<file path="src/rtl/neogeo_clk_pkg.sv">
// Shared constants for the NeoGeo master-clock enable generators.
//   CNT_W_DEFAULT : default divisor/counter width
//   DIV_CLAMP_MIN : smallest divisor a channel will hold (0 and 1 map to 2)
//   DIV_8M/4M/12M : CLK_24M divisors for the standard derived rates
package neogeo_clk_pkg;

    localparam int unsigned CNT_W_DEFAULT = 8;
    localparam int unsigned DIV_CLAMP_MIN = 2;

    localparam int unsigned DIV_8M  = 3;
    localparam int unsigned DIV_4M  = 6;
    localparam int unsigned DIV_12M = 2;

endpackage

</file>
<file path="src/rtl/clk_div_chan.sv">
// One clock-enable divider channel running on CLK_24M.
//   CLK_24M  in   master clock
//   nRESETP  in   synchronous active-low reset
//   run      in   1 = count, 0 = park (CNT=DIV-1, CLK_OUT low)
//   wr       in   stage wr_val as the next divisor
//   wr_val   in   requested divisor (0/1 clamp to 2)
//   pend     out  staged divisor not yet applied
//   clk_out  out  divided level, high for ceil(N/2) cycles
//   rise_en  out  1-cycle pulse with clk_out going high
//   fall_en  out  1-cycle pulse with clk_out going low
module clk_div_chan
    import neogeo_clk_pkg::*;
#(
    parameter int unsigned      CNT_W    = CNT_W_DEFAULT,
    parameter logic [CNT_W-1:0] DIV_INIT = CNT_W'(DIV_8M)
) (
    input  logic             CLK_24M,
    input  logic             nRESETP,
    input  logic             run,
    input  logic             wr,
    input  logic [CNT_W-1:0] wr_val,
    output logic             pend,
    output logic             clk_out,
    output logic             rise_en,
    output logic             fall_en
);

    localparam logic [CNT_W-1:0] DIV_MIN = CNT_W'(DIV_CLAMP_MIN);
    localparam logic [CNT_W-1:0] DIV_RST = (DIV_INIT < DIV_MIN) ? DIV_MIN : DIV_INIT;

    logic [CNT_W-1:0] cnt;
    logic [CNT_W-1:0] div;
    logic [CNT_W-1:0] stage;

    logic             wrap;
    logic             apply;
    logic [CNT_W-1:0] wr_clamped;
    logic [CNT_W-1:0] div_new;
    logic [CNT_W-1:0] cnt_new;
    logic [CNT_W-1:0] high_len;

    always_comb begin
        wr_clamped = (wr_val < DIV_MIN) ? DIV_MIN : wr_val;
        wrap       = (cnt == div - 1'b1);
        // A staged divisor takes effect at a period boundary or while parked,
        // so no period is ever cut short or stretched.
        apply      = pend && (!run || wrap);
        div_new    = apply ? stage : div;
        if (!run) begin
            cnt_new = div_new - 1'b1;
        end else if (wrap) begin
            cnt_new = '0;
        end else begin
            cnt_new = cnt + 1'b1;
        end
        // ceil(div/2) without overflowing at the all-ones divisor
        high_len = (div_new >> 1) + {{(CNT_W-1){1'b0}}, div_new[0]};
    end

    always_ff @(posedge CLK_24M) begin
        if (!nRESETP) begin
            div     <= DIV_RST;
            cnt     <= DIV_RST - 1'b1;
            stage   <= DIV_RST;
            pend    <= 1'b0;
            clk_out <= 1'b0;
            rise_en <= 1'b0;
            fall_en <= 1'b0;
        end else begin
            div <= div_new;
            cnt <= cnt_new;
            // A write on the apply edge restages; the old stage is what got applied.
            if (wr) begin
                stage <= wr_clamped;
                pend  <= 1'b1;
            end else if (apply) begin
                pend  <= 1'b0;
            end
            if (run) begin
                clk_out <= (cnt_new < high_len);
                rise_en <= (cnt_new == '0);
                fall_en <= (cnt_new == high_len);
            end else begin
                clk_out <= 1'b0;
                rise_en <= 1'b0;
                fall_en <= clk_out;
            end
        end
    end

endmodule

</file>
<file path="src/rtl/clk_div_multi.sv">
// Multi-channel clock-enable generator; every channel stays on CLK_24M.
//   CLK_24M   in   master clock
//   nRESETP   in   synchronous active-low reset
//   RESYNC    in   park all channels; they restart together on the next free edge
//   CH_EN     in   per-channel run enable
//   DIV_WR    in   divisor write strobe
//   DIV_SEL   in   channel addressed by DIV_WR (out of range: ignored)
//   DIV_VAL   in   new divisor
//   DIV_PEND  out  per-channel staged-divisor flag
//   CLK_OUT   out  per-channel divided level
//   RISE_EN   out  per-channel rising-edge enable
//   FALL_EN   out  per-channel falling-edge enable
module clk_div_multi
    import neogeo_clk_pkg::*;
#(
    parameter int unsigned              NUM_CH   = 2,
    parameter int unsigned              CNT_W    = CNT_W_DEFAULT,
    parameter logic [NUM_CH*CNT_W-1:0]  DIV_INIT = {CNT_W'(DIV_4M), CNT_W'(DIV_8M)},
    localparam int unsigned             CH_W     = (NUM_CH > 1) ? $clog2(NUM_CH) : 1
) (
    input  logic              CLK_24M,
    input  logic              nRESETP,
    input  logic              RESYNC,
    input  logic [NUM_CH-1:0] CH_EN,
    input  logic              DIV_WR,
    input  logic [CH_W-1:0]   DIV_SEL,
    input  logic [CNT_W-1:0]  DIV_VAL,
    output logic [NUM_CH-1:0] DIV_PEND,
    output logic [NUM_CH-1:0] CLK_OUT,
    output logic [NUM_CH-1:0] RISE_EN,
    output logic [NUM_CH-1:0] FALL_EN
);

    for (genvar i = 0; i < NUM_CH; i++) begin : g_ch
        logic ch_run;
        logic ch_wr;

        // RESYNC parks exactly like CH_EN=0; equality decode drops out-of-range DIV_SEL.
        assign ch_run = CH_EN[i] & ~RESYNC;
        assign ch_wr  = DIV_WR & (DIV_SEL == CH_W'(i));

        clk_div_chan #(
            .CNT_W    (CNT_W),
            .DIV_INIT (DIV_INIT[i*CNT_W +: CNT_W])
        ) u_chan (
            .CLK_24M (CLK_24M),
            .nRESETP (nRESETP),
            .run     (ch_run),
            .wr      (ch_wr),
            .wr_val  (DIV_VAL),
            .pend    (DIV_PEND[i]),
            .clk_out (CLK_OUT[i]),
            .rise_en (RISE_EN[i]),
            .fall_en (FALL_EN[i])
        );
    end

endmodule

</file>
<file path="config.mk">
export PLATFORM = sky130hd
export DESIGN_NAME = clk_div_multi
export DESIGN_NICKNAME = d
export VERILOG_FILES = /design/src/rtl/neogeo_clk_pkg.sv /design/src/rtl/clk_div_chan.sv /design/src/rtl/clk_div_multi.sv
export SDC_FILE = /design/constraint.sdc
export NUM_CORES = 1
export LEC_CHECK = 0
export ABC_AREA = 1
export CAP_MARGIN = 5
export CELL_PAD_IN_SITES_DETAIL_PLACEMENT = 1
export CELL_PAD_IN_SITES_GLOBAL_PLACEMENT = 1
export CORE_AREA = 4 4 101 103
export CTS_BUF_LIST = sky130_fd_sc_hd__clkbuf_16
export DETAILED_ROUTE_END_ITERATION = 6
export DIE_AREA = 0 0 105 107
export GPL_TIMING_DRIVEN = 0
export PLACE_DENSITY_LB_ADDON = 0.1
export SETUP_SLACK_MARGIN = 0.05
export SLEW_MARGIN = 20
export SYNTH_ARGS = -nofsm -noshare
export SYNTH_HDL_FRONTEND = slang
export SYNTH_SLANG_ARGS = --single-unit
export TNS_END_PERCENT = 5
</file>
<file path="constraint.sdc">
create_clock -name CLK_24M -period 4.1 [get_ports CLK_24M]
set_clock_uncertainty 0.05 [all_clocks]
set_input_delay 0.615 -clock CLK_24M [delete_from_list [all_inputs] [get_ports CLK_24M]]
set_output_delay 0.615 -clock CLK_24M [all_outputs]
set_load 0.05 [all_outputs]
</file>
; Word level (Yosys, flattened, before mapping)
; Cells that the tools add are included.
[word_totals]
wordCells = 60
in_bits = 15
reg_bits = 56
output_inout_bits = 8
[classes]
magnitude_cmp = 3
muxes = 13
add_sub_neg = 8
n_reduce_logical = 12
n_bitwise = 6
n_eq_ne = 4
[ops]
columns = cell, count
row1 = $mux W8, 7
row2 = $eq A8 B8 Y1, 4
row3 = $sub A8 B1 Y8 const B, 4
row4 = $add A7 B1 Y8, 2
row5 = $add A8 B1 Y8 const B, 2
row6 = $logic_not A8 Y1, 2
row7 = $lt A8 B8 Y1, 2
row8 = $lt A8 B2 Y1 const B, 1
row9 = $mux W1, 6
row10 = $and A1 B1 Y1, 4
row11 = $reduce_and A2 Y1, 2
row12 = $reduce_bool A2 Y1, 2
row13 = $logic_and A1 B1 Y1, 2
row14 = $logic_not A1 Y1, 2
row15 = $logic_or A1 B1 Y1, 2
row16 = $not A1 Y1, 2

; Longest topological paths before layout
; Gate-level depths: netlist of run 1.
[depth]
depth_word = 10
depth_mapped = 28
depth_no_buf = 27

; Cells and area by module
; Synthesis of run 1 repeated with hierarchy kept, for this count alone.
[unflattened]
hier_cells = 626
hier_area_um2 = 4184.0
[modules_own_cells]
columns = module, area_per_inst_um2, cells_each, seq_area_each_um2, instances
row1 = clk_div_chan at g_ch[0].u_chan, 2090.8, 307, 560.5, 1
row2 = clk_div_chan at g_ch[1].u_chan, 2060.7, 311, 560.5, 1
row3 = clk_div_multi, 32.5, 8, 0.0, 1

; Worst setup path after synthesis of run 1
; Ideal clock, no wire load.
[synth_timing]
path_type = register to register
startpoint = register g_ch[0].u_chan.div[0]
endpoint = register g_ch[0].u_chan.fall_en
arrival_ps = 3024
setup_ps = 70
slack_ps = 956
period_less_slack_ps = 3144
stages_incl_launch_ff = 25
required_time_ps = 3980
path_buffers = 1
path_cell_list = dfxtp_1 inv_1 ha_1 xor2_1 nand2_1 nor2_1 nand2_1 nor2_1 nand2_1 nand2_2 nand2_1 buf_6 nand2_2 nand2_4 inv_2 ha_1 ha_1 nand3_1 nor3_1 xor2_1 ha_1 nand4_1 nor2_1 nand3_1 a21oi_1
[synth_between]
elab_chain_cells = 9
word_cells_on_any_way = 11
classes_between = add/sub (3) / eq/ne (2) / mux (4) / reduce/logical (2)
[synth_lines]
columns = element, line
row1 = start: declaration, clk_div_chan.sv:32  ; logic [CNT_W-1:0] div;
row2 = start signal: assignment, clk_div_chan.sv:70  ; div <= div_new;
row3 = $sub A8 B1 Y8, clk_div_chan.sv:44  ; wrap = (cnt == div - 1'b1);
row4 = $eq A8 B8 Y1, clk_div_chan.sv:44
row5 = $logic_or A1 B1 Y1, clk_div_chan.sv:47  ; apply = pend && (!run || wrap);
row6 = $logic_and A1 B1 Y1, clk_div_chan.sv:47
row7 = $mux W8 *, clk_div_chan.sv:48  ; div_new = apply ? stage : div;
row8 = named net g_ch[0].u_chan.div_new[0], clk_div_chan.sv:38  ; logic [CNT_W-1:0] div_new;
row9 = $sub A8 B1 Y8, clk_div_chan.sv:50  ; cnt_new = div_new - 1'b1;
row10 = $mux W8, clk_div_chan.sv:49  ; if (!run) begin
row11 = $eq A8 B8 Y1 *, clk_div_chan.sv:82  ; fall_en <= (cnt_new == high_len);
row12 = $mux W1 *, clk_div_chan.sv:79  ; if (run) begin
row13 = end signal: assignment, clk_div_chan.sv:82
row14 = end signal: assignment, clk_div_chan.sv:86  ; fall_en <= clk_out;
row15 = end: declaration, clk_div_chan.sv:25  ; output logic fall_en
; The timed path passes the listed nets; every way through them passes the cells marked *.
; A chain may end at the register's enable or synchronous reset.

; Worst setup path in the final report of run 1
[layout_timing]
startpoint = register g_ch[0].u_chan.div[0]
endpoint = register g_ch[0].u_chan.fall_en
[layout_between]
elab_chain_cells = 9
word_cells_on_any_way = 11
classes_between = add/sub (3) / eq/ne (2) / mux (4) / reduce/logical (2)
[layout_lines]
columns = element, line
row1 = $sub A8 B1 Y8, clk_div_chan.sv:44
row2 = $eq A8 B8 Y1, clk_div_chan.sv:44
row3 = $logic_or A1 B1 Y1, clk_div_chan.sv:47
row4 = $logic_and A1 B1 Y1, clk_div_chan.sv:47
row5 = $mux W8, clk_div_chan.sv:48
row6 = $sub A8 B1 Y8, clk_div_chan.sv:50
row7 = $mux W8 *, clk_div_chan.sv:49
row8 = named net g_ch[0].u_chan.cnt_new[6], clk_div_chan.sv:39  ; logic [CNT_W-1:0] cnt_new;
row9 = $eq A8 B8 Y1 *, clk_div_chan.sv:82
row10 = $mux W1 *, clk_div_chan.sv:79
; Marked as above.

==> impl_metrics.json, run 1 <==
{
  "cts.sinks": 56,
  "grt_pass1_wl_um": 19800,
  "rr_worst_depth": 24,
  "synthArstFlopShare_pct": 0,
  "place.gp.congestion": 0.823,
  "power.leakage_nw": 2.19,
  "worstMarginPinSlew_ns": 0.692,
  "synth.cell_area_sq_um": 3960,
  "vias_per_cell": 5.20,
  "setup_viol": 0,
  "finalPower_mw": 1.48,
  "synth_edf_count": 0,
  "grt_pass1_vias": 3951,
  "numCtsBuffers": 5,
  "synth_flop_cell": "dfxtp_1",
  "critPathRequiredTime_ns": 4.27,
  "antenna_left": 0,
  "dp_hpwl_um": 9230,
  "multi_input_area_sq_um": 2390,
  "yosys-top-cells-area": "dfxtp_1, nand2_1, ha_1",
  "drt_iter0_drc": 154,
  "clkTransAtPathRegs_ns": 0.08,
  "htreeDepth": 2,
  "antenna_found_initial": 0,
  "port_buffers": 22,
  "finalHoldViolCount": 0,
  "core-area_sq_um": 9200,
  "cts_tree": "yes",
  "vias": 3840,
  "drive_gt1_share_pct": 11.6,
  "start_util_pct": 43.0,
  "status": "finished clean",
  "crit_end": "g_ch[0].u_chan.fall_en",
  "die_h_um": 107,
  "fmax_mhz": 273,
  "clockBufferDepth": 2,
  "setup_tns_ns": 0,
  "pwr_density_cell_nw_per_um2": 328,
  "yosysSeqAreaShare_pct": 28.3,
  "grt_max_degree": 18,
  "ys_ff_latch": 56,
  "diodes": 0,
  "worstPathMaxFanout": 10,
  "yosys_warnings": 0,
  "worstHoldPathType": "flop to flop",
  "r2r_end": "g_ch[0].u_chan.fall_en",
  "ios": 23,
  "post_synth_num_cell_types": 41,
  "rows": 35,
  "max_cap_viol_count": 0,
  "synth.top_cell.area_share_pct": 28.3,
  "fp.dieArea_sq_um": 11200,
  "finalMaxSlewViolations": 0,
  "wire_per_inst_um": 15.7,
  "rrSetupSlack_ns": 0.44,
  "crit_arrival_ns": 3.83,
  "track_usage_pct": 21.8,
  "yosysTopAreaCell": "dfxtp_1",
  "final_cell_mix": "nand2_1, inv_1, nor2_1",
  "cts_resized": 0,
  "fin_crit_ns": 3.66,
  "slew_headroom_pct": 53.9,
  "areaGrowthSynthToFinish_pct": 13.7,
  "layout.nets": 668,
  "end_kind": "flop",
  "rsz0062_at_grt": "true",
  "min_period_over_period_pct": 89.4,
  "crit_path_start_kind": "flop",
  "routed_wl_um": 11600,
  "drt_pass1_iterations": 4,
  "die_w_um": 105,
  "hold_buffers": 0,
  "ir_drop_uv": 216,
  "fillers": 1195,
  "syn_inst": 598,
  "synth.avg_cell_area_sq_um": 6.62,
  "final_common_cell": "nand2_1",
  "timing.rr.start": "g_ch[0].u_chan.div[0]",
  "regArea_sq_um": 1120,
  "cts_setup_buffers": 0,
  "synth_fp_nets": 639,
  "cts_root_buf": "clkbuf_16",
  "drc": 0,
  "grt_overflow": 0,
  "crit_start": "g_ch[0].u_chan.div[0]",
  "hp-start": "g_ch[0].u_chan.clk_out",
  "crit_type": "flop to flop",
  "clock_latency_ns": 0.30
}
how the worst min path moves through the flow:
stage / end / cells past startpoint
after floorplan: g_ch[0].u_chan.stage[7] / 2
after global placement: g_ch[0].u_chan.stage[0] / 2
after detailed placement: g_ch[0].u_chan.fall_en / 2
after CTS: g_ch[0].u_chan.fall_en / 2
after global routing: g_ch[0].u_chan.fall_en / 2
final: g_ch[0].u_chan.fall_en / 2
critical path, cell delays in order (launching register included):
cell	delay, ns
dfxtp_2	0.38
inv_1	0.11
ha_1	0.31
xor2_1	0.19
nand2_1	0.08
nor2_1	0.12
nand2_1	0.07
nor2_1	0.08
nand2_1	0.08
nand2_2	0.09
buf_6	0.15
nand3_1	0.09
nand2_2	0.15
ha_2	0.25
nand3_1	0.12
nor2_2	0.14
nand3_1	0.09
nand3_1	0.08
and2_1	0.18
inv_1	0.06
ha_1	0.29
nand4_1	0.13
nor2_1	0.10
nand3_1	0.07
a21oi_1	0.13
power by group:
part           internal (mW)  switching [mW]  total, mW
Combinational          0.137           0.233      0.370
Sequential             0.574          0.0265      0.600
Clock                  0.288           0.217      0.505
Total                  0.998           0.477       1.48
registers in the layout, summed over array words and instances, names as in the netlist:
name / cells
g_ch.u_chan.clk_out: 2
g_ch.u_chan.cnt: 16
g_ch.u_chan.div: 16
g_ch.u_chan.fall_en: 2
g_ch.u_chan.pend: 2
g_ch.u_chan.rise_en: 2
g_ch.u_chan.stage: 16
metal layers:
metal,routed length (um),part of all wire [%],global-route usage (%)
met5,0,0,0
met2,5070,44,35.0
met3,425,3.7,3.07
met4,82,0.71,4.03
met1,6060,52,31.4
area by class of cell:
class | count | share of cell area (%)
clock buffer | 5 | 2.78
tap | 111 | 3.09
multi-input combinational | 437 | 53.2
sequential | 56 | 24.9
buffer | 21 | 3.11
clock inverter | 3 | 0.945
timing repair buffer | 22 | 4.89
inverter | 84 | 7.04
Yosys cell counts, types with 2 or more instances:
cell and number:
a21oi_1 37, and2_1 2, buf_4 9, buf_6 2, clkbuf_1 7, dfxtp_1 56, ha_1 26, inv_1 75
inv_2 7, nand2_1 136, nand2_2 15, nand2_4 4, nand3_1 54, nand3_2 4, nand4_1 7, nor2_1 63
nor2_2 7, nor3_1 3, nor4_1 2, o211ai_1 3, o21ai_0 26, o21ai_1 5, o21ai_2 2, or2_1 2
or2_2 4, xnor2_1 10, xor2_1 16
through the flow:
stage | worst slack, ns | instances | cell area, sq um | utilization [%] | hold slack, ns
after floorplan | 0.956 | 598 | 3960 | - | 0.375
after global placement | 0.266 | 731 | 4320 | 47.0 | 0.404
after detailed placement | 0.157 | 731 | 4320 | 47.0 | 0.417
after CTS | 0.287 | 739 | 4490 | 48.8 | 0.434
after global routing | 0.0126 | 739 | 4500 | 48.9 | 0.464
final | 0.436 | 739 | 4500 | 48.9 | 0.427
logic make-up after synthesis:
group / synth area share, %
AOI/OAI and AO/OA: 10.6
xor gates and xnor gates: 5.75
adders and majority gates: 8.22
buffers and inverters: 11.5
DFF: 28.3
and+or+nand+nor: 35.6
Note: power is estimated with default switching activity, not from simulation.
==> inputs of run 2 (changes only) <==
CORE_AREA = 4 4 122 89   (was 4 4 101 103)
DIE_AREA = 0 0 126 93   (was 0 0 105 107)
SYNTH_HIERARCHICAL = 1   (was not set)
==> impl_metrics.json, run 2 <==
{
  "status": "finished clean",
  "synth.top_cell.area_share_pct": 26.8,
  "max_stage_delay_ns": 0.39,
  "diodes": 0,
  "rsz0062_at_grt": "true",
  "synth_common_cells": "nand2_1, inv_1, nor2_1",
  "ir_drop_uv": 154,
  "port_buffers": 22,
  "dp.cells": 776,
  "rows": 30,
  "synthArstFlopShare_pct": 0,
  "synth_edf_count": 0,
  "vias_per_cell": 5.16,
  "fp.dieArea_sq_um": 11700,
  "min_period_over_period_pct": 90.7,
  "ys_ff_latch": 56,
  "crit_arrival_ns": 3.90,
  "final_area_sq_um": 4720,
  "grt_max_degree": 18,
  "numCtsBuffers": 5,
  "place.gp.congestion": 0.853,
  "crit_path_start_kind": "flop",
  "htreeDepth": 2,
  "die_h_um": 93,
  "cts.sinks": 56,
  "dp_hpwl_um": 10700,
  "syn_inst": 626,
  "drc": 0,
  "finalHoldViolCount": 0,
  "setup_viol": 0,
  "yosysTopAreaCell": "dfxtp_1",
  "final_cell_mix": "nand2_1, inv_1, nor2_1",
  "critPathRequiredTime_ns": 4.28,
  "pwr_density_cell_nw_per_um2": 310,
  "synth_flop_cell": "dfxtp_1",
  "grt_pass1_vias": 4203,
  "worstMarginPinSlew_ns": 0.642,
  "max_cap_viol_count": 0,
  "slowest_stage": "dfxtp_1",
  "cts_tree": "yes",
  "track_usage_pct": 22.5,
  "drive_gt1_share_pct": 13.6,
  "placed_cell_area_sq_um": 4560,
  "wire_per_inst_um": 16.3,
  "vias": 4047,
  "areaGrowthSynthToFinish_pct": 12.7,
  "final_common_cell": "nand2_1",
  "drt_pass1_iterations": 4,
  "pre_cts_ws_ns": 0.104,
  "core-area_sq_um": 9610,
  "setup_slack_ns": 0.383,
  "synth_fp_nets": 667,
  "clock_latency_ns": 0.29,
  "worstPathMaxFanout": 10,
  "fin_crit_ns": 3.72,
  "layout.nets": 696,
  "end_kind": "flop",
  "clockBufferDepth": 2,
  "power.leakage_nw": 2.19,
  "yosys_warnings": 6,
  "yosysSeqAreaShare_pct": 26.8,
  "slew_headroom_pct": 56.6,
  "grt_pass1_wl_um": 21200,
  "yosysMostFrequentCell": "nand2_1",
  "antenna_left": 0,
  "yosys-top-cells-area": "dfxtp_1, nand2_1, ha_1",
  "finalMaxSlewViolations": 0,
  "grt_overflow": 0,
  "cts_root_buf": "clkbuf_16",
  "synth.cell_area_sq_um": 4180,
  "synth.avg_cell_area_sq_um": 6.68,
  "drt_iter0_drc": 197,
  "fmax_mhz": 269,
  "crit_type": "flop to flop",
  "ios": 23,
  "routed_wl_um": 12800,
  "die_w_um": 126,
  "hold_buffers": 0,
  "post_synth_num_cell_types": 38,
  "antenna_found_initial": 0,
  "clkTransAtPathRegs_ns": 0.07,
  "largestRegisters": "g_ch.u_chan/cnt (16), g_ch.u_chan/div (16), g_ch.u_chan/stage (16)",
  "layout.cells.non_filler": 784,
  "start_util_pct": 43.5,
  "worstHoldPathType": "flop to flop"
}
run 2: cell types whose count changed after synthesis, moves of 4 or more:
cell     previous run  this run
inv_2               7        15
a21oi_1            37        30
buf_4               9         2
nand2_4             4        11
nor2_2              7        14
nand3_2             4        10
nor2_1             63        69
nand2_1           136       141
nand3_1            54        49
nand4_1             7        11
o21ai_0            26        30
xnor2_1            10         6
xor2_1             16        20
run 2: layout make-up:
class	count	area (sq um)
fill	1308	4890
clock inverter	3	20.0
clock buffer	5	125
inverter	93	349
buffer	12	83.8
sequential	56	1120
tap	128	160
multi-input combinational	465	2640
timing repair buffer	22	220
run 2: worst paths after layout:
path	startpoint	endpoint	slack [ns]	cells past startpoint
max	g_ch[0].u_chan/div[0]	g_ch[0].u_chan/clk_out	0.38	26
min	g_ch[1].u_chan/stage[2]	g_ch[1].u_chan/stage[2]	0.44	2
max reg2reg	g_ch[0].u_chan/div[0]	g_ch[0].u_chan/clk_out	0.38	26
min reg2reg	g_ch[1].u_chan/stage[2]	g_ch[1].u_chan/stage[2]	0.44	2
run 2: worst max-delay path, delay by kind of cell (launching register included):
family / cells / cell delay, ns
xor+xnor: 1 / 0.19
simple gates: 17 / 1.77
flops: 1 / 0.39
fa+ha+maj: 4 / 0.93
buf+inv: 4 / 0.31
run 2: layer usage:
metal  part of all wire [%]  wire, um  track usage [%]  vias up
li1                       -         -                -     2050
met1                     57      7230             35.4     1902
met2                     39      4940             33.1       83
met3                    3.9       495             2.80       12
met4                   0.77        98             3.48        0
met5                      0         0                0        -
run 2: power by group:
part	internal [mW]	switching (mW)	leakage, nW
Clock	0.226	0.198	0.0712
Sequential	0.575	0.0289	0.458
Combinational	0.149	0.284	1.66
run 2: cell families after synthesis:
family | Yosys count | share of synthesized area [%]
compound gates | 73 | 9.51
xor+xnor | 27 | 5.83
fa+ha+maj | 26 | 7.78
buf+inv | 105 | 10.3
flops | 56 | 26.8
simple gates | 339 | 39.7
run 2: through the flow:
stage          utilization [%]  power (mW)  hold WS, ns  TNS, ns
4_1_cts                   49.0        1.47        0.439        0
5_1_grt                   49.1        1.56        0.466  -0.0256
2_1_floorplan                -       0.913        0.378        0
6_report                  49.1        1.46        0.436        0
3_3_place_gp              47.5        1.02        0.421        0
3_5_place_dp              47.5        1.04        0.428        0
run 2: timing repair:
action	in CTS	in global routing
setup endpoints to repair	0	2
gates resized for setup	0	2
setup buffers	0	0
==> inputs of run 3 (changes only) <==
CORE_AREA = 4 4 120 88   (was 4 4 122 89)
DIE_AREA = 0 0 124 92   (was 0 0 126 93)
SYNTH_HIERARCHICAL = not set   (was 1)
==> impl_metrics.json, run 3 (synthesized netlist as in run 1, its figures left out) <==
{
  "fmax_mhz": 276,
  "grt_max_degree": 16,
  "drt_pass1_iterations": 4,
  "grt_pass1_wl_um": 19500,
  "ios": 23,
  "power.leakage_nw": 2.18,
  "status": "finished clean",
  "pre_cts_ws_ns": 0.197,
  "finalMaxSlewViolations": 0,
  "drt_iter0_drc": 272,
  "regArea_sq_um": 1120,
  "diodes": 0,
  "setup_slack_ns": 0.479,
  "cts_tree": "yes",
  "end_kind": "flop",
  "hp-start": "g_ch[0].u_chan.clk_out",
  "post-route-util_pct": 47.6,
  "hold_path_depth": 2,
  "pwr_density_cell_nw_per_um2": 311,
  "r2r_end": "g_ch[0].u_chan.fall_en",
  "final_common_cell": "nand2_1",
  "placed_cell_area_sq_um": 4340,
  "rows": 30,
  "rr_worst_depth": 24,
  "final_cell_mix": "nand2_1, inv_1, nor2_1",
  "hold_end": "g_ch[0].u_chan.fall_en",
  "rsz0062_at_grt": "false",
  "finalPower_mw": 1.40,
  "multi_input_area_sq_um": 2390,
  "clkTransAtPathRegs_ns": 0.07,
  "htreeDepth": 2,
  "areaGrowthSynthToFinish_pct": 13.3,
  "crit_arrival_ns": 3.80,
  "numCtsBuffers": 5,
  "worstPathMaxFanout": 10,
  "max_cap_viol_count": 0,
  "p_int_mw": 0.932,
  "core-area_sq_um": 9420,
  "setup_tns_ns": 0,
  "start_util_pct": 42.0,
  "place.gp.congestion": 0.845,
  "port_buffers": 22,
  "min_period_over_period_pct": 88.3,
  "crit_type": "flop to flop",
  "clock_latency_ns": 0.30,
  "p_sw_mw": 0.465,
  "largestRegisters": "g_ch.u_chan.cnt (16), g_ch.u_chan.div (16), g_ch.u_chan.stage (16)",
  "slew_headroom_pct": 56.5,
  "worstHoldPathType": "flop to flop",
  "combPwrFrac_pct": 26.6,
  "drive_gt1_share_pct": 11.0,
  "vias": 3845,
  "fp.dieArea_sq_um": 11400,
  "finalHoldViolCount": 0,
  "grt_pass1_vias": 3940,
  "worstMarginPinSlew_ns": 0.645,
  "dp_hpwl_um": 9760,
  "p_seq_share_pct": 43.0,
  "sw_frac_of_total_pct": 33.3,
  "ir_drop_uv": 172,
  "final_area_sq_um": 4480,
  "fillers": 1287,
  "wire_per_inst_um": 15.6,
  "rrSetupSlack_ns": 0.48,
  "critPathRequiredTime_ns": 4.27,
  "antenna_left": 0,
  "drc": 0,
  "crit_path_start_kind": "flop",
  "cts_root_buf": "clkbuf_16",
  "vias_per_cell": 5.09,
  "layout.nets": 668,
  "die_w_um": 124,
  "track_usage_pct": 21.8,
  "antenna_found_initial": 0,
  "fin_crit_ns": 3.62,
  "setup_viol": 0,
  "grt_overflow": 0,
  "clockPowerShare_pct": 30.4,
  "clockBufferDepth": 2,
  "die_h_um": 92,
  "routed_wl_um": 11800,
  "timing.rr.start": "g_ch[0].u_chan.div[0]",
  "cts.sinks": 56
}
==> run 3: what timing repair did <==
item / 4_1_cts / 5_1_grt
buffers inserted: 0 / 0
hold buffers: 0 / 0
endpoints found under the setup margin: 0 / 1
resized for setup: 0 / 3
==> run 3: per-stage QoR <==
| stage | hold slack [ns] | std cells |
|---|---|---|
| 2_1_floorplan | 0.375 | 598 |
| 3_3_place_gp | 0.406 | 748 |
| 3_5_place_dp | 0.416 | 748 |
| 4_1_cts | 0.436 | 756 |
| 5_1_grt | 0.465 | 756 |
| 6_report | 0.428 | 756 |
==> run 3: worst max-delay path by stage <==
stage / from / end
2_1_floorplan: g_ch[0].u_chan.div[0] / g_ch[0].u_chan.fall_en
3_3_place_gp: RESYNC / g_ch[1].u_chan.clk_out
3_5_place_dp: RESYNC / g_ch[1].u_chan.clk_out
4_1_cts: g_ch[0].u_chan.div[0] / g_ch[0].u_chan.fall_en
5_1_grt: g_ch[0].u_chan.div[0] / g_ch[0].u_chan.fall_en
6_report: g_ch[0].u_chan.div[0] / g_ch[0].u_chan.fall_en
==> run 3: worst max-delay path, stage by stage (launching register included) <==
cell and delay [ns]:
dfxtp_2 0.37, inv_1 0.10, ha_1 0.32, xor2_1 0.18, nand2_1 0.07, nor2_1 0.08
nand2_1 0.06, nor2_1 0.09, nand2_1 0.08, nand2_2 0.09, buf_6 0.15, nand3_1 0.10
nand2_2 0.16, ha_2 0.24, nand3_1 0.12, nor2_2 0.15, nand3_1 0.09, nand3_1 0.08
and2_1 0.19, inv_1 0.06, ha_1 0.29, nand4_1 0.13, nor2_1 0.11, nand3_1 0.07
a21oi_1 0.12
==> run 3: layer usage <==
metal | GRT usage, % | wire length (um) | vias to the layer above | part of all wire (%)
met5 | 0 | 0 | - | 0
met4 | 4.10 | 89 | 0 | 0.75
met3 | 4.19 | 572 | 8 | 4.8
met2 | 30.6 | 4690 | 56 | 40
met1 | 34.4 | 6450 | 1824 | 55
li1 | - | - | 1957 | -
==> run 3: power by group through the flow <==
| stage | combinational, mW | sequential (mW) | clock [mW] |
|---|---|---|---|
| 3_5_place_dp | 0.370 | 0.612 | 0 |
| 6_report | 0.372 | 0.600 | 0.424 |
| 3_3_place_gp | 0.356 | 0.610 | 0 |
| 2_1_floorplan | 0.269 | 0.603 | 0 |
| 5_1_grt | 0.424 | 0.605 | 0.461 |
| 4_1_cts | 0.373 | 0.600 | 0.430 |
==> run 3: cell type report <==
type                       instances  share of cell area [%]
tap                              128                    3.57
multi-input combinational        437                    53.3
timing repair buffer              22                    4.91
buffer                            21                    3.12
inverter                          84                    7.06
clock buffer                       5                    2.79
clock inverter                     3                   0.251
sequential                        56                    25.0
